===== src/rtl/shift_sequencer.sv =====
// rtl/shift_sequencer.sv - multi-pass shift controller time-sharing one logical barrel shifter
module shift_sequencer #(
    parameter int N = 32
) (
    input  logic                 Clock,
    input  logic                 Reset,
    input  logic                 In_Valid,
    output logic                 In_Ready,
    input  logic [N-1:0]         Operand,
    input  logic [$clog2(N)-1:0] Shift_Amt,
    input  logic [2:0]           Op,
    output logic                 Out_Valid,
    input  logic                 Out_Ready,
    output logic [N-1:0]         Result,
    output logic                 Illegal_Op
);
    localparam int KW = $clog2(N);

    localparam logic [2:0] OP_SLL = 3'b000;
    localparam logic [2:0] OP_SRL = 3'b001;
    localparam logic [2:0] OP_SRA = 3'b010;
    localparam logic [2:0] OP_ROL = 3'b011;
    localparam logic [2:0] OP_ROR = 3'b100;

    typedef enum logic [1:0] {IDLE, PASS1, PASS2, DONE} state_t;

    state_t        state;
    state_t        state_nxt;
    logic [N-1:0]  operand_q;
    logic [KW-1:0] k_q;
    logic [2:0]    op_q;
    logic [N-1:0]  p_q;

    logic          is_illegal;
    logic          two_pass;
    logic [KW-1:0] comp_k;
    logic [N-1:0]  sh_in;
    logic [KW-1:0] sh_amt;
    logic          sh_left;
    logic [N-1:0]  sh_out;
    logic [N-1:0]  pass2_result;

    assign is_illegal = (op_q > OP_ROR);
    assign two_pass   = (k_q != '0) &&
                        (((op_q == OP_SRA) && operand_q[N-1]) ||
                         (op_q == OP_ROL) || (op_q == OP_ROR));
    // N is a power of two, so (N-k) mod N is the KW-bit two's complement of k
    assign comp_k     = -k_q;

    always_comb begin
        sh_in   = operand_q;
        sh_amt  = k_q;
        sh_left = (op_q == OP_SLL) || (op_q == OP_ROL);
        if (state == PASS2) begin
            case (op_q)
                OP_ROL: begin
                    sh_amt  = comp_k;
                    sh_left = 1'b0;
                end
                OP_ROR: begin
                    sh_amt  = comp_k;
                    sh_left = 1'b1;
                end
                OP_SRA: begin
                    sh_in   = '1;
                    sh_left = 1'b0;
                end
                default: ;
            endcase
        end
    end

    assign sh_out       = sh_left ? (sh_in << sh_amt) : (sh_in >> sh_amt);
    // SRA second pass builds a mask of the top k bits from a shifted all-ones word
    assign pass2_result = (op_q == OP_SRA) ? (p_q | ~sh_out) : (p_q | sh_out);

    always_comb begin
        state_nxt = state;
        In_Ready  = 1'b0;
        Out_Valid = 1'b0;
        case (state)
            IDLE: begin
                In_Ready = 1'b1;
                if (In_Valid) state_nxt = PASS1;
            end
            PASS1: state_nxt = (!is_illegal && two_pass) ? PASS2 : DONE;
            PASS2: state_nxt = DONE;
            DONE: begin
                Out_Valid = 1'b1;
                if (Out_Ready) state_nxt = IDLE;
            end
            default: state_nxt = IDLE;
        endcase
    end

    always_ff @(posedge Clock) begin
        if (Reset) begin
            state      <= IDLE;
            operand_q  <= '0;
            k_q        <= '0;
            op_q       <= '0;
            p_q        <= '0;
            Result     <= '0;
            Illegal_Op <= 1'b0;
        end else begin
            state <= state_nxt;
            case (state)
                IDLE: begin
                    if (In_Valid) begin
                        operand_q <= Operand;
                        k_q       <= Shift_Amt;
                        op_q      <= Op;
                    end
                end
                PASS1: begin
                    p_q <= sh_out;
                    if (is_illegal) begin
                        Result     <= '0;
                        Illegal_Op <= 1'b1;
                    end else if (!two_pass) begin
                        Result     <= sh_out;
                        Illegal_Op <= 1'b0;
                    end
                end
                PASS2: begin
                    Result     <= pass2_result;
                    Illegal_Op <= 1'b0;
                end
                DONE: begin
                    if (Out_Ready) Illegal_Op <= 1'b0;
                end
                default: ;
            endcase
        end
    end
endmodule

===== config.mk =====
export PLATFORM = sky130hd
export DESIGN_NAME = shift_sequencer
export DESIGN_NICKNAME = d
export VERILOG_FILES = /design/src/rtl/shift_sequencer.sv
export SDC_FILE = /design/constraint.sdc
export NUM_CORES = 1
export LEC_CHECK = 0
export ABC_AREA = 1
export CORE_MARGIN = 4
export CORE_UTILIZATION = 40
export CTS_BUF_LIST = sky130_fd_sc_hd__clkbuf_8
export DETAILED_ROUTE_END_ITERATION = 10
export GPL_ROUTABILITY_DRIVEN = 0
export PLACE_DENSITY = 0.56
export SLEW_MARGIN = 20
export SYNTH_ARGS = -nofsm -noshare
export SYNTH_HDL_FRONTEND = slang
export SYNTH_SLANG_ARGS = --single-unit

===== constraint.sdc =====
create_clock -name Clock -period 3 [get_ports Clock]
set_input_delay 0.6 -clock Clock [delete_from_list [all_inputs] [get_ports Clock]]
set_output_delay 0.6 -clock Clock [all_outputs]
set_load 0.05 [all_outputs]

==> summary.md <==
| Metric | Value |
|---|---|
| Outcome | `complete, no violations` |
| HP Class | `reg -> reg` |
| Slew HR | `0.308` |
| Seq pwr share | `0.175` |
| Die Height | `roughly 150 um` |
| Placed Cells | `approximately 1700` |
| Initial Utilization | `0.411` |
| Share of cells above drive strength 1 | `0.0434` |
| Synth Area in Simple Gates | `0.478` |
| Gr ovfl total | `0` |
| Skew final | `between 0.015 and 0.02 ns` |
| CTS Sinks | `107` |
| CTS clk-pin slew, worst paths | `between 0.1 and 0.15 ns` |
| Post-Synth Adder-Cell Area | `0.00929` |
| Pwr Density | `about 1300 nW/um^2` |
| Diodes inserted | `0` |
| Post-synth EDFFs | `0` |
| Net Sw Frac | `0.586` |
| CP bufs+invs | `2` |
| CP top delay family | `simple AND/OR/NAND/NOR gates` |
| Pint | `approximately 5000 uW` |
| Critical path endpoint category | `flip-flop` |
| Dpl ws | `0.298 ns` |
| Placed Area | `~9100 um^2` |
| Worst-Skew Late Latency | `0.41 ns` |
| Initial antenna violation count | `0` |
| Largest family of logic cells by synthesized area | `simple AND/OR/NAND/NOR gates` |
| Die Area | `between 20000 and 25000 um^2` |
| Tcrit/Tclk final | `0.917` |
| Final slew viol count | `0` |
| Non-filler cells in the finished layout | `about 1700` |
| Xor and xnor area share after synthesis | `0.00310` |
| Port Buffers | `slightly below 80` |
| Max clock buf depth | `2` |
| Syn Nets | `approximately 1500` |
| Comb power frac | `0.746` |
| Final WS setup | `between 0.2 and 0.25 ns` |
| Most frequent cells in the layout | `nand2_1 (452), nand3_1 (310), a21oi_1 (110), dfxtp_1 (107), nor2_1 (95)` |
| Yosys cell types | `28` |
| DP Wirelength | `21400 um` |
| Number of buffers created by CTS | `9` |
| Critical-path cell list | `inv_1 -> ha_1 -> nand4_1 -> xor2_4 -> buf_4 -> nand4_1 -> a21oi_1 -> nand2_1 -> nand3_1 -> nand2_1 -> nor2_1 -> nor2_1` |
| Clock root buffer | `clkbuf_8` |
| # Max-Cap Violations | `0` |
| Ys flop type | `dfxtp_1` |
| Sum Neg Setup Slack | `0 ns` |
| Most common cell after layout, fill and taps aside | `nand2_1` |
| Worst slew pin tran | `slightly above 1 ns` |
| Worst VDD drop | `between 0.8 and 0.9 mV` |
| Final setup viols | `0` |
| CP max FO | `26` |
| FF+latch count, synth | `roughly 110` |
| ANT nets after route | `0` |
| CTS H-tree depth | `3` |
| Mapped cell area | `8090 um^2` |
| YS warnings | `0` |
| Mux cell area share after synthesis | `0` |
| Die width | `between 150 and 200 um` |
| Hold_ws | `around 0.49 ns` |
| Row count | `slightly above 50` |
| Routed WL per cell | `~17 um` |
| CP required | `3.30 ns` |
| Setup CP Type | `reg -> reg` |
| Hold buffer count at cts | `0` |
| Synthesized area per cell | `approximately 5.6 um^2` |
| CP arrival | `3.05 ns` |
| Largest net degree at the start of global routing | `80` |
| I/O pin cnt | `79` |
| Vias | `between 9000 and 10000` |
| Fin nets | `between 1000 and 1500` |
| Startpoint Class | `flip-flop` |
| Aggregate routed wire length | `roughly 30000 um` |
| Slowest-stage cell, CP | `xor2_4` |
| Layout area overhead | `15.7%` |
| Final instance area | `9360 um^2` |
| RSZ-0062 raised after global routing | `false` |
| Compound-Gate Fraction of Synth Area | `0.144` |
| Net Switching | `between 7000 and 8000 uW` |
| Leak | `about 0.0045 uW` |
| Min cycle time layout | `around 2.8 ns` |
| Drt first pass iters | `5` |
| CTS tree | `built` |
| DR DRC count | `0` |
| Register area share after synthesis | `0.265` |
| FMAX | `0.363 GHz` |
| Initial DRC Count | `between 1000 and 1500` |
| Fillcell total | `roughly 2300` |
| Hold Fails Final Rpt | `0` |
| Async SR Flop Fraction | `0` |
| GR Util All Layers | `0.261` |
| First-pass GRT wire length | `around 47000 um` |
| Drt via density | `around 5.5` |
| Power share of the clock group | `0.079` |
| Cells after Synth | `1434` |
| Number of global-route vias before repair | `a little under 9000` |
| Worst stage delay on the critical path | `0.45 ns` |
| Core ar. | `19700 um^2` |
| Setup bufs post-CTS | `0` |
[sequential cells by signal, summed over array words and instances, names as in the netlist]
signal / cells
Illegal_Op: 1
Result: 32
k_q: 5
op_q: 3
operand_q: 32
p_q: 32
state: 2
[layout make-up]
| type | instances | area [um^2] | area share |
|---|---|---|---|
| clock buffers | 9 | 124 | 0.0132 |
| clock inverters | 7 | 81.3 | 0.00869 |
| inverters | 96 | 360 | 0.0385 |
| multi-input cells | 1128 | 5170 | 0.553 |
| flip-flops and latches | 107 | 2140 | 0.229 |
| well taps | 265 | 332 | 0.0354 |
| repair buffers | 106 | 1140 | 0.122 |
[kinds of logic (layout without fill, tap and decap cells)]
family                   after synthesis  count (layout)
adder cells (fa/ha/maj)                6               6
buffers and inverters                199             218
XOR/XNOR                               2               2
AO/OA/AOI/OAI                        221             221
AND/OR/NAND/NOR                      899             899
flip-flops                           107             107
[power groups by stage]
stage	sequential (uW)	clock (uW)	combinational [uW]
after CTS	2170	1010	9110
after global routing	2220	1060	10300
final	2170	981	9250
after global placement	2190	0	9060
after floorplan	2640	0	5960
after detailed placement	2200	0	9070
[repair_timing]
item / 4_1_cts / 5_1_grt
endpoints found under the setup margin: 0 / 1
gates resized for setup: 0 / 1
hold endpoints to repair: 0 / 0
[cells in the mapped netlist (all sizes together) (2+ instances only)]
library cell,count,area [um^2]
xor2,2,25.0
ha,6,75.1
nand3,310,1550
clkinv,2,7.51
buf,52,263
inv,94,353
nand2,457,1720
o21ai,88,440
nor2,96,363
dfxtp,107,2140
nand4,32,206
a21oi,111,559
o211ai,18,135
nor3,4,20.0
clkbuf,51,191
[final timing paths]
kind,depth (start not counted),to,startpoint,slack (ns)
setup reg to reg,12,Result[18],state[0],0.25
hold reg to reg,2,operand_q[8],operand_q[8],0.49
setup / recovery,12,Result[18],state[0],0.25
hold / removal,2,operand_q[8],operand_q[8],0.49
[through the flow]
| stage | utilization | power [uW] |
|---|---|---|
| floorplan | - | 8600 |
| global placement | 0.465 | 11300 |
| detailed placement | 0.465 | 11300 |
| CTS | 0.476 | 12300 |
| global route | 0.476 | 13600 |
| finish | 0.476 | 12400 |
[worst register-to-register path, stage by stage (launching register included)]
cell and delay (ns):
dfxtp_1 0.36, inv_1 0.09, ha_1 0.33, nand4_1 0.26, xor2_4 0.45, buf_4 0.38
nand4_1 0.20, a21oi_1 0.16, nand2_1 0.12, nand3_1 0.09, nand2_1 0.05, nor2_1 0.11
nor2_1 0.05
[routing by layer]
metal  vias up  part of all wire  global-route usage
met2       337              0.45               0.415
met4         0             0.033              0.0915
met1      4333              0.45               0.357
met5         -                 0                   0
li1       4790                 -                   -
met3        63             0.071              0.0430
(Power assumes the default switching activity.)
